==> src/rtl/simt_pkg.sv <==
// rtl/simt_pkg.sv - shared types and constants for the SIMT warp issue stage
package simt_pkg;

    localparam int LANE_W = 4;

    typedef enum logic [3:0] {
        ADD = 4'd0,
        SUB = 4'd1,
        AND = 4'd2,
        OR  = 4'd3,
        XOR = 4'd4,
        SLT = 4'd5,
        SLL = 4'd6,
        SRL = 4'd7
    } alu_op_e;

    typedef enum logic [1:0] {
        IDLE  = 2'd0,
        ISSUE = 2'd1,
        DONE  = 2'd2
    } issue_state_e;

    localparam logic [3:0] OP_MAX = 4'(SRL);

endpackage

==> src/rtl/simt_warp_issue_if.sv <==
// rtl/simt_warp_issue_if.sv - instruction, ALU-group and result bundle of the warp issue stage
interface simt_warp_issue_if
    import simt_pkg::*;
#(
    parameter int LANES = 8,
    parameter int GROUP = 2
);
    logic                      in_valid;
    logic                      in_ready;
    logic [3:0]                in_opcode;
    logic [LANES*LANE_W-1:0]   in_a;
    logic [LANES*LANE_W-1:0]   in_b;
    logic [LANES-1:0]          in_mask;
    logic [3:0]                alu_opcode;
    logic [GROUP*LANE_W-1:0]   alu_a;
    logic [GROUP*LANE_W-1:0]   alu_b;
    logic [GROUP*LANE_W-1:0]   alu_result;
    logic [GROUP-1:0]          alu_zero;
    logic                      out_valid;
    logic                      out_ready;
    logic [LANES*LANE_W-1:0]   out_result;
    logic [LANES-1:0]          out_zero;
    logic                      out_illegal;

    modport master (
        output in_valid, in_opcode, in_a, in_b, in_mask,
        input  in_ready,
        input  alu_opcode, alu_a, alu_b,
        output alu_result, alu_zero,
        input  out_valid, out_result, out_zero, out_illegal,
        output out_ready
    );

    modport slave (
        input  in_valid, in_opcode, in_a, in_b, in_mask,
        output in_ready,
        output alu_opcode, alu_a, alu_b,
        input  alu_result, alu_zero,
        output out_valid, out_result, out_zero, out_illegal,
        input  out_ready
    );

endinterface

==> src/rtl/simt_group_finder.sv <==
// rtl/simt_group_finder.sv - lowest lane group with any active mask bit above a given group
module simt_group_finder #(
    parameter int LANES = 8,
    parameter int GROUP = 2,
    parameter int P     = LANES / GROUP,
    parameter int IW    = (P > 1) ? $clog2(P) : 1
) (
    input  logic [LANES-1:0] mask,
    input  logic [IW-1:0]    cur,
    input  logic             first,
    output logic [IW-1:0]    next,
    output logic             found
);

    // Descending scan so the lowest qualifying group is the last one written.
    always_comb begin
        found = 1'b0;
        next  = '0;
        for (int g = P - 1; g >= 0; g--) begin
            if ((GROUP'(mask >> (g * GROUP)) != '0) && (first || (g > int'(cur)))) begin
                found = 1'b1;
                next  = IW'(g);
            end
        end
    end

endmodule

==> src/rtl/simt_warp_issue.sv <==
// rtl/simt_warp_issue.sv - issues warp lanes to an ALU group pass by pass and collects results
module simt_warp_issue
    import simt_pkg::*;
#(
    parameter int LANES = 8,
    parameter int GROUP = 2
) (
    input  logic          clk,
    input  logic          rst_n,
    simt_warp_issue_if.slave bus
);

    localparam int P  = LANES / GROUP;
    localparam int IW = (P > 1) ? $clog2(P) : 1;
    localparam int DW = LANES * LANE_W;
    localparam int GW = GROUP * LANE_W;

    issue_state_e      state;
    logic [3:0]        opc_q;
    logic [DW-1:0]     a_q;
    logic [DW-1:0]     b_q;
    logic [LANES-1:0]  mask_q;
    logic [IW-1:0]     pass;
    logic [DW-1:0]     res_q;
    logic [LANES-1:0]  zero_q;
    logic              illegal_q;
    logic              out_valid_q;
    logic [GW-1:0]     alu_a_q;
    logic [GW-1:0]     alu_b_q;

    logic [IW-1:0]     first_g;
    logic              first_found;
    logic [IW-1:0]     next_g;
    logic              next_found;

    simt_group_finder #(.LANES(LANES), .GROUP(GROUP)) u_first (
        .mask  (bus.in_mask),
        .cur   ('0),
        .first (1'b1),
        .next  (first_g),
        .found (first_found)
    );

    simt_group_finder #(.LANES(LANES), .GROUP(GROUP)) u_next (
        .mask  (mask_q),
        .cur   (pass),
        .first (1'b0),
        .next  (next_g),
        .found (next_found)
    );

    // Full-width views of the current pass so the buffer update is a masked merge.
    logic [LANES-1:0]  lane_en;
    logic [DW-1:0]     nib_en;
    logic [DW-1:0]     ext_res;
    logic [LANES-1:0]  ext_zero;

    always_comb begin
        lane_en  = mask_q & (LANES'({GROUP{1'b1}}) << (int'(pass) * GROUP));
        ext_res  = DW'(bus.alu_result) << (int'(pass) * GW);
        ext_zero = LANES'(bus.alu_zero) << (int'(pass) * GROUP);
        nib_en   = '0;
        for (int i = 0; i < LANES; i++) begin
            nib_en[i*LANE_W +: LANE_W] = {LANE_W{lane_en[i]}};
        end
    end

    always_ff @(posedge clk or negedge rst_n) begin
        if (!rst_n) begin
            state       <= IDLE;
            opc_q       <= '0;
            a_q         <= '0;
            b_q         <= '0;
            mask_q      <= '0;
            pass        <= '0;
            res_q       <= '0;
            zero_q      <= '0;
            illegal_q   <= 1'b0;
            out_valid_q <= 1'b0;
            alu_a_q     <= '0;
            alu_b_q     <= '0;
        end else begin
            case (state)
                IDLE: begin
                    if (bus.in_valid) begin
                        opc_q     <= bus.in_opcode;
                        a_q       <= bus.in_a;
                        b_q       <= bus.in_b;
                        mask_q    <= bus.in_mask;
                        res_q     <= '0;
                        zero_q    <= '0;
                        illegal_q <= (bus.in_opcode > OP_MAX);
                        if (first_found && (bus.in_opcode <= OP_MAX)) begin
                            state   <= ISSUE;
                            pass    <= first_g;
                            alu_a_q <= GW'(bus.in_a >> (int'(first_g) * GW));
                            alu_b_q <= GW'(bus.in_b >> (int'(first_g) * GW));
                        end else begin
                            state       <= DONE;
                            out_valid_q <= 1'b1;
                        end
                    end
                end
                ISSUE: begin
                    res_q  <= (res_q & ~nib_en) | (ext_res & nib_en);
                    zero_q <= (zero_q & ~lane_en) | (ext_zero & lane_en);
                    if (next_found) begin
                        pass    <= next_g;
                        alu_a_q <= GW'(a_q >> (int'(next_g) * GW));
                        alu_b_q <= GW'(b_q >> (int'(next_g) * GW));
                    end else begin
                        state       <= DONE;
                        out_valid_q <= 1'b1;
                        alu_a_q     <= '0;
                        alu_b_q     <= '0;
                    end
                end
                DONE: begin
                    if (bus.out_ready) begin
                        state       <= IDLE;
                        out_valid_q <= 1'b0;
                        illegal_q   <= 1'b0;
                    end
                end
                default: state <= IDLE;
            endcase
        end
    end

    assign bus.in_ready    = (state == IDLE);
    assign bus.alu_opcode  = opc_q;
    assign bus.alu_a       = alu_a_q;
    assign bus.alu_b       = alu_b_q;
    assign bus.out_valid   = out_valid_q;
    assign bus.out_result  = res_q;
    assign bus.out_zero    = zero_q;
    assign bus.out_illegal = illegal_q;

endmodule

==> src/flat_wrapper.sv <==
// flat-port wrapper written by rule: the top's interface ports become plain ports
module simt_warp_issue_flat import simt_pkg::*;
#(
    parameter int LANES = 8,
    parameter int GROUP = 2
)
  (clk, rst_n, bus_in_valid, bus_in_opcode, bus_in_a, bus_in_b, bus_in_mask, bus_in_ready, bus_alu_opcode, bus_alu_a, bus_alu_b, bus_alu_result, bus_alu_zero, bus_out_valid, bus_out_result, bus_out_zero, bus_out_illegal, bus_out_ready);
  simt_warp_issue_if #(.LANES(LANES), .GROUP(GROUP)) bus_i ();
  input  logic clk;
  input  logic rst_n;
  input wire logic [$bits(bus_i.in_valid)-1:0] bus_in_valid;
  input wire logic [$bits(bus_i.in_opcode)-1:0] bus_in_opcode;
  input wire logic [$bits(bus_i.in_a)-1:0] bus_in_a;
  input wire logic [$bits(bus_i.in_b)-1:0] bus_in_b;
  input wire logic [$bits(bus_i.in_mask)-1:0] bus_in_mask;
  output wire logic [$bits(bus_i.in_ready)-1:0] bus_in_ready;
  output wire logic [$bits(bus_i.alu_opcode)-1:0] bus_alu_opcode;
  output wire logic [$bits(bus_i.alu_a)-1:0] bus_alu_a;
  output wire logic [$bits(bus_i.alu_b)-1:0] bus_alu_b;
  input wire logic [$bits(bus_i.alu_result)-1:0] bus_alu_result;
  input wire logic [$bits(bus_i.alu_zero)-1:0] bus_alu_zero;
  output wire logic [$bits(bus_i.out_valid)-1:0] bus_out_valid;
  output wire logic [$bits(bus_i.out_result)-1:0] bus_out_result;
  output wire logic [$bits(bus_i.out_zero)-1:0] bus_out_zero;
  output wire logic [$bits(bus_i.out_illegal)-1:0] bus_out_illegal;
  input wire logic [$bits(bus_i.out_ready)-1:0] bus_out_ready;
  assign bus_i.in_valid = bus_in_valid;
  assign bus_i.in_opcode = bus_in_opcode;
  assign bus_i.in_a = bus_in_a;
  assign bus_i.in_b = bus_in_b;
  assign bus_i.in_mask = bus_in_mask;
  assign bus_in_ready = bus_i.in_ready;
  assign bus_alu_opcode = bus_i.alu_opcode;
  assign bus_alu_a = bus_i.alu_a;
  assign bus_alu_b = bus_i.alu_b;
  assign bus_i.alu_result = bus_alu_result;
  assign bus_i.alu_zero = bus_alu_zero;
  assign bus_out_valid = bus_i.out_valid;
  assign bus_out_result = bus_i.out_result;
  assign bus_out_zero = bus_i.out_zero;
  assign bus_out_illegal = bus_i.out_illegal;
  assign bus_i.out_ready = bus_out_ready;
  simt_warp_issue #(.LANES(LANES), .GROUP(GROUP)) u_core (.clk(clk), .rst_n(rst_n), .bus(bus_i));
endmodule
==> config.mk <==
export PLATFORM = sky130hd
export DESIGN_NAME = simt_warp_issue_flat
export DESIGN_NICKNAME = d
export VERILOG_FILES = /design/src/rtl/simt_pkg.sv /design/src/rtl/simt_warp_issue_if.sv /design/src/rtl/simt_group_finder.sv /design/src/rtl/simt_warp_issue.sv /design/src/flat_wrapper.sv
export SDC_FILE = /design/constraint.sdc
export NUM_CORES = 1
export LEC_CHECK = 0
export CAP_MARGIN = 30
export CORE_MARGIN = 10
export CORE_UTILIZATION = 49
export DETAILED_ROUTE_END_ITERATION = 8
export PLACE_DENSITY = 0.84
export SYNTH_ARGS = -nofsm -noshare
export SYNTH_HDL_FRONTEND = slang
export SYNTH_SLANG_ARGS = --single-unit
==> constraint.sdc <==
create_clock -name clk -period 2.25 [get_ports clk]
set_input_delay 0.225 -clock clk [delete_from_list [all_inputs] [get_ports clk]]
set_output_delay 0.225 -clock clk [all_outputs]
set_load 0.1 [all_outputs]
==> flow_summary.html <==
<table>
<tr><th>Metric</th><th>Value</th></tr>
<tr><th colspan="2">Min path</th></tr>
<tr><td>HP Class</td><td>in2async</td></tr>
<tr><th colspan="2">Run</th></tr>
<tr><td>Number of maximum-capacitance violations</td><td>0</td></tr>
<tr><th colspan="2">STA</th></tr>
<tr><td>Actual transition at the worst max-transition pin</td><td>about 820 ps</td></tr>
<tr><td>Total setup violations reported at the end of the flow</td><td>0</td></tr>
<tr><td>Number of failing hold endpoints at the final stage</td><td>0</td></tr>
<tr><td>Final-layout setup total negative slack</td><td>0 ps</td></tr>
<tr><td>Maximum clock rate</td><td>0.521 GHz</td></tr>
<tr><td>Time the worst path needs with I/O delays and setup</td><td>1920 ps</td></tr>
<tr><td>Count of pins over their slew limit</td><td>0</td></tr>
<tr><td>Setup repair after global routing missed its margin</td><td>no</td></tr>
<tr><td>Worst-case clock skew</td><td>approximately 6 ps</td></tr>
<tr><td>Smallest hold slack</td><td>around 230 ps</td></tr>
<tr><td>Max-Slew Margin vs Limit</td><td>0.448</td></tr>
<tr><td>Period Utilization, post-route</td><td>0.853</td></tr>
<tr><th colspan="2">Finish</th></tr>
<tr><td>Commonest cells after routing, fill and taps aside</td><td>sky130_fd_sc_hd__nand2_1, sky130_fd_sc_hd__dfrtp_1, sky130_fd_sc_hd__clkdlybuf4s50_1</td></tr>
<tr><td>Ratio of cells with drive above 1 in the final layout</td><td>0.177</td></tr>
<tr><td>Antenna Cells</td><td>0</td></tr>
<tr><td>Most frequent standard cell in the layout excluding fill and tap cells</td><td>sky130_fd_sc_hd__nand2_1</td></tr>
<tr><td>Final-stage net count</td><td>slightly below 900</td></tr>
<tr><td>Synthesis-to-layout area growth</td><td>36.7%</td></tr>
<tr><th colspan="2">Detailed routing</th></tr>
<tr><td>Detailed-route wire length</td><td>17,300 um</td></tr>
<tr><td>Total iterations of the first detailed-routing run</td><td>5</td></tr>
<tr><td>Wire length per cell</td><td>18.6 um</td></tr>
<tr><td>Vias after detailed routing</td><td>roughly 5,200</td></tr>
<tr><td>Violation count after the first detailed-route iteration</td><td>569</td></tr>
<tr><td>Detailed-route vias per instance</td><td>around 5.6</td></tr>
<tr><td>DRC viols</td><td>0</td></tr>
<tr><td>DRT antenna net count</td><td>0</td></tr>
<tr><th colspan="2">Clocking</th></tr>
<tr><td>Clock latency of the later-clocked register in the worst-skew pair</td><td>~400 ps</td></tr>
<tr><td>Resized cells post-CTS</td><td>0</td></tr>
<tr><td>Hold_buf cts</td><td>1</td></tr>
<tr><td>TritonCTS clock tree</td><td>built</td></tr>
<tr><td>Setup bufs post-CTS</td><td>0</td></tr>
<tr><td>Clock transition time at the flip-flop clock pins of the worst setup and hold paths</td><td>about 50 ps</td></tr>
<tr><td>CTS Sinks</td><td>122</td></tr>
<tr><td>Buffers from clock root to sink, at most</td><td>2</td></tr>
<tr><td>CTS root buf</td><td>sky130_fd_sc_hd__clkbuf_16</td></tr>
<tr><td>CTS Buf Count</td><td>17</td></tr>
<tr><td>H-Tree Level Count</td><td>4</td></tr>
<tr><th colspan="2">Power and ir drop</th></tr>
<tr><td>Static leakage</td><td>0.00378 uW</td></tr>
<tr><td>Peak supply drop</td><td>1270 uV</td></tr>
<tr><td>Power Density</td><td>1600 nW/um2</td></tr>
<tr><th colspan="2">Critical path</th></tr>
<tr><td>CP Class</td><td>reg2reg</td></tr>
<tr><td>Delay of the slowest cell on the worst path</td><td>470 ps</td></tr>
<tr><td>Bufs and invs on worst path</td><td>1</td></tr>
<tr><td>Required @ worst endpoint</td><td>roughly 2600 ps</td></tr>
<tr><td>Worst-path maximum fanout</td><td>17</td></tr>
<tr><td>Endpoint arrival time on the critical path</td><td>2220 ps</td></tr>
<tr><td>Worst setup SP type</td><td>register</td></tr>
<tr><td>Category of cells accounting for the largest share of critical-path delay</td><td>flip-flops</td></tr>
<tr><td>Critical Path End Type</td><td>register</td></tr>
<tr><td>CP Cell Sequence</td><td>nor2b_4 &gt; o22ai_2 &gt; buf_4 &gt; mux2i_1 &gt; o21ai_0 &gt; a211oi_1 &gt; nor2_1</td></tr>
<tr><td>Max stage delay cell, worst path</td><td>sky130_fd_sc_hd__dfrtp_1</td></tr>
<tr><th colspan="2">Logic synthesis</th></tr>
<tr><td>Number of cells produced by synthesis</td><td>627</td></tr>
<tr><td>Post-synth top flop</td><td>sky130_fd_sc_hd__dfrtp_1</td></tr>
<tr><td>Number of enable flip-flop cells after synthesis</td><td>0</td></tr>
<tr><td>Number of synthesis warnings</td><td>0</td></tr>
<tr><td>Fraction of registers with async set/reset</td><td>1.00</td></tr>
<tr><td>Area of the mapped netlist</td><td>5780 um2</td></tr>
<tr><td>Net Count, Synth</td><td>717</td></tr>
<tr><td>Sequential cell area fraction in the yosys report</td><td>0.528</td></tr>
<tr><td>Post-Synthesis Mean Instance Area</td><td>9.22 um2</td></tr>
<tr><td>Count of unique library cells instantiated by Yosys</td><td>45</td></tr>
<tr><td>Flip-flop and latch count after synthesis</td><td>122</td></tr>
<tr><th colspan="2">Placed design</th></tr>
<tr><td>Detailed placement HPWL</td><td>between 10,000 and 15,000 um</td></tr>
<tr><td>Final weighted congestion in routability-driven placement</td><td>0.876</td></tr>
<tr><td>Number of input and output port buffers inserted</td><td>152</td></tr>
<tr><th colspan="2">Global route</th></tr>
<tr><td>Wire length of the first global-routing pass</td><td>27,900 um</td></tr>
<tr><td>Vias in the first global route</td><td>5,431</td></tr>
<tr><td>Largest net degree at the start of global routing</td><td>between 60 and 70</td></tr>
<tr><td>Total grt overflow</td><td>0</td></tr>
<tr><td>Antenna violations before repair</td><td>0</td></tr>
<tr><td>GRT Overall Usage</td><td>0.211</td></tr>
<tr><th colspan="2">Floorplanning</th></tr>
<tr><td>Area of the die</td><td>16,500 um2</td></tr>
<tr><td>Starting Density</td><td>0.504</td></tr>
<tr><td>Num rows</td><td>39</td></tr>
<tr><td>Die boundary width</td><td>approximately 130 um</td></tr>
<tr><td>Num ports</td><td>153</td></tr>
<tr><td>CORE AREA</td><td>11,500 um2</td></tr>
<tr><td>Vertical die dimension</td><td>129 um</td></tr>
<tr><th colspan="2">Run status</th></tr>
<tr><td>Status</td><td>finished clean</td></tr>
</table>
## layer usage
metal,vias up,track usage,routed length [um]
met5,-,0,0
met4,0,0.0799,329
met3,28,0.0834,1680
met2,257,0.333,8040
met1,2513,0.256,7220
li1,2421,-,-
## final timing paths
check / start / end / slack (ps) / cells past startpoint
hold / removal: rst_n / u_core.bus.out_result[1]$_DFFE_PN0P_ / 230 / 2
setup / recovery: u_core.pass[1]$_DFFE_PN0P_ / u_core.bus.alu_b[7]$_DFFE_PN0P_ / 330 / 7
hold reg to reg: u_core.a_q[31]$_DFFE_PN0P_ / u_core.a_q[31]$_DFFE_PN0P_ / 470 / 2
setup reg to reg: u_core.pass[1]$_DFFE_PN0P_ / u_core.bus.alu_b[7]$_DFFE_PN0P_ / 330 / 7
min in group clk: bus_in_opcode[1] / u_core.bus.alu_opcode[1]$_DFFE_PN0P_ / 340 / 3
max in group asynchronous: rst_n / u_core.mask_q[7]$_DFFE_PN0P_ / 1400 / 3
## flip-flops by register name, summed over array words and instances, names as in the netlist
name,flops
u_core.bus.out_result,32
u_core.a_q,24
u_core.b_q,24
u_core.bus.alu_a,8
u_core.bus.alu_b,8
u_core.bus.out_zero,8
u_core.mask_q,8
u_core.bus.alu_opcode,4
u_core.pass,2
u_core.state,2
u_core.bus.out_illegal,1
u_core.bus.out_valid,1
## final cells by class
type                       count  area (um2)
clock buffer                  22         484
clock inverter                 9        95.1
fill                         879        3570
inverter                      13        48.8
multi-input combinational    453        2470
sequential                   122        3050
tap                          143         179
timing repair buffer         168        1570
## report_power, final
part / switching, uW / internal (uW)
sequential: 607 / 3070
clock: 926 / 1720
combinational: 4660 / 1690
## logic make-up after synthesis
family	count (synthesis)	share of synthesized area
compound gates	121	0.142
flops	122	0.528
buf+inv	52	0.0474
simple gates	294	0.217
mux	38	0.0658
## worst register-to-register path, cell delays in order (launching register included)
cell                       delay [ps]
sky130_fd_sc_hd__dfrtp_1          470
sky130_fd_sc_hd__nor2b_4          180
sky130_fd_sc_hd__o22ai_2          130
sky130_fd_sc_hd__buf_4            370
sky130_fd_sc_hd__mux2i_1          260
sky130_fd_sc_hd__o21ai_0          120
sky130_fd_sc_hd__a211oi_1         190
sky130_fd_sc_hd__nor2_1            80
## cell usage after synthesis, types with 6 or more instances
cell type	number	share of area
sky130_fd_sc_hd__nand2_1	214	0.14
sky130_fd_sc_hd__nand3_1	33	0.029
sky130_fd_sc_hd__dfrtp_1	122	0.53
sky130_fd_sc_hd__mux2i_1	38	0.066
sky130_fd_sc_hd__o211ai_1	7	0.0091
sky130_fd_sc_hd__o22a_1	8	0.012
sky130_fd_sc_hd__a211oi_2	6	0.013
sky130_fd_sc_hd__a21oi_1	12	0.010
sky130_fd_sc_hd__inv_1	13	0.0084
sky130_fd_sc_hd__clkbuf_1	11	0.0071
sky130_fd_sc_hd__o21ai_2	9	0.014
sky130_fd_sc_hd__buf_2	18	0.016
sky130_fd_sc_hd__o22ai_1	8	0.0087
sky130_fd_sc_hd__nor2_1	24	0.016
sky130_fd_sc_hd__o221ai_1	8	0.012
sky130_fd_sc_hd__o21ai_0	47	0.041
## through the flow
step | setup WS, ps | instance area, um2 | utilization | cells | power [uW]
3_5_place_dp | 82.4 | 7310 | 0.638 | 898 | 10000
5_1_grt | 184 | 7900 | 0.689 | 930 | 13300
4_1_cts | 319 | 7900 | 0.689 | 930 | 12700
3_3_place_gp | 159 | 7310 | 0.638 | 898 | 9820
2_1_floorplan | 249 | 5780 | - | 627 | 8450
6_report | 330 | 7900 | 0.689 | 930 | 12700
Note: power is estimated with default switching activity, not from simulation.
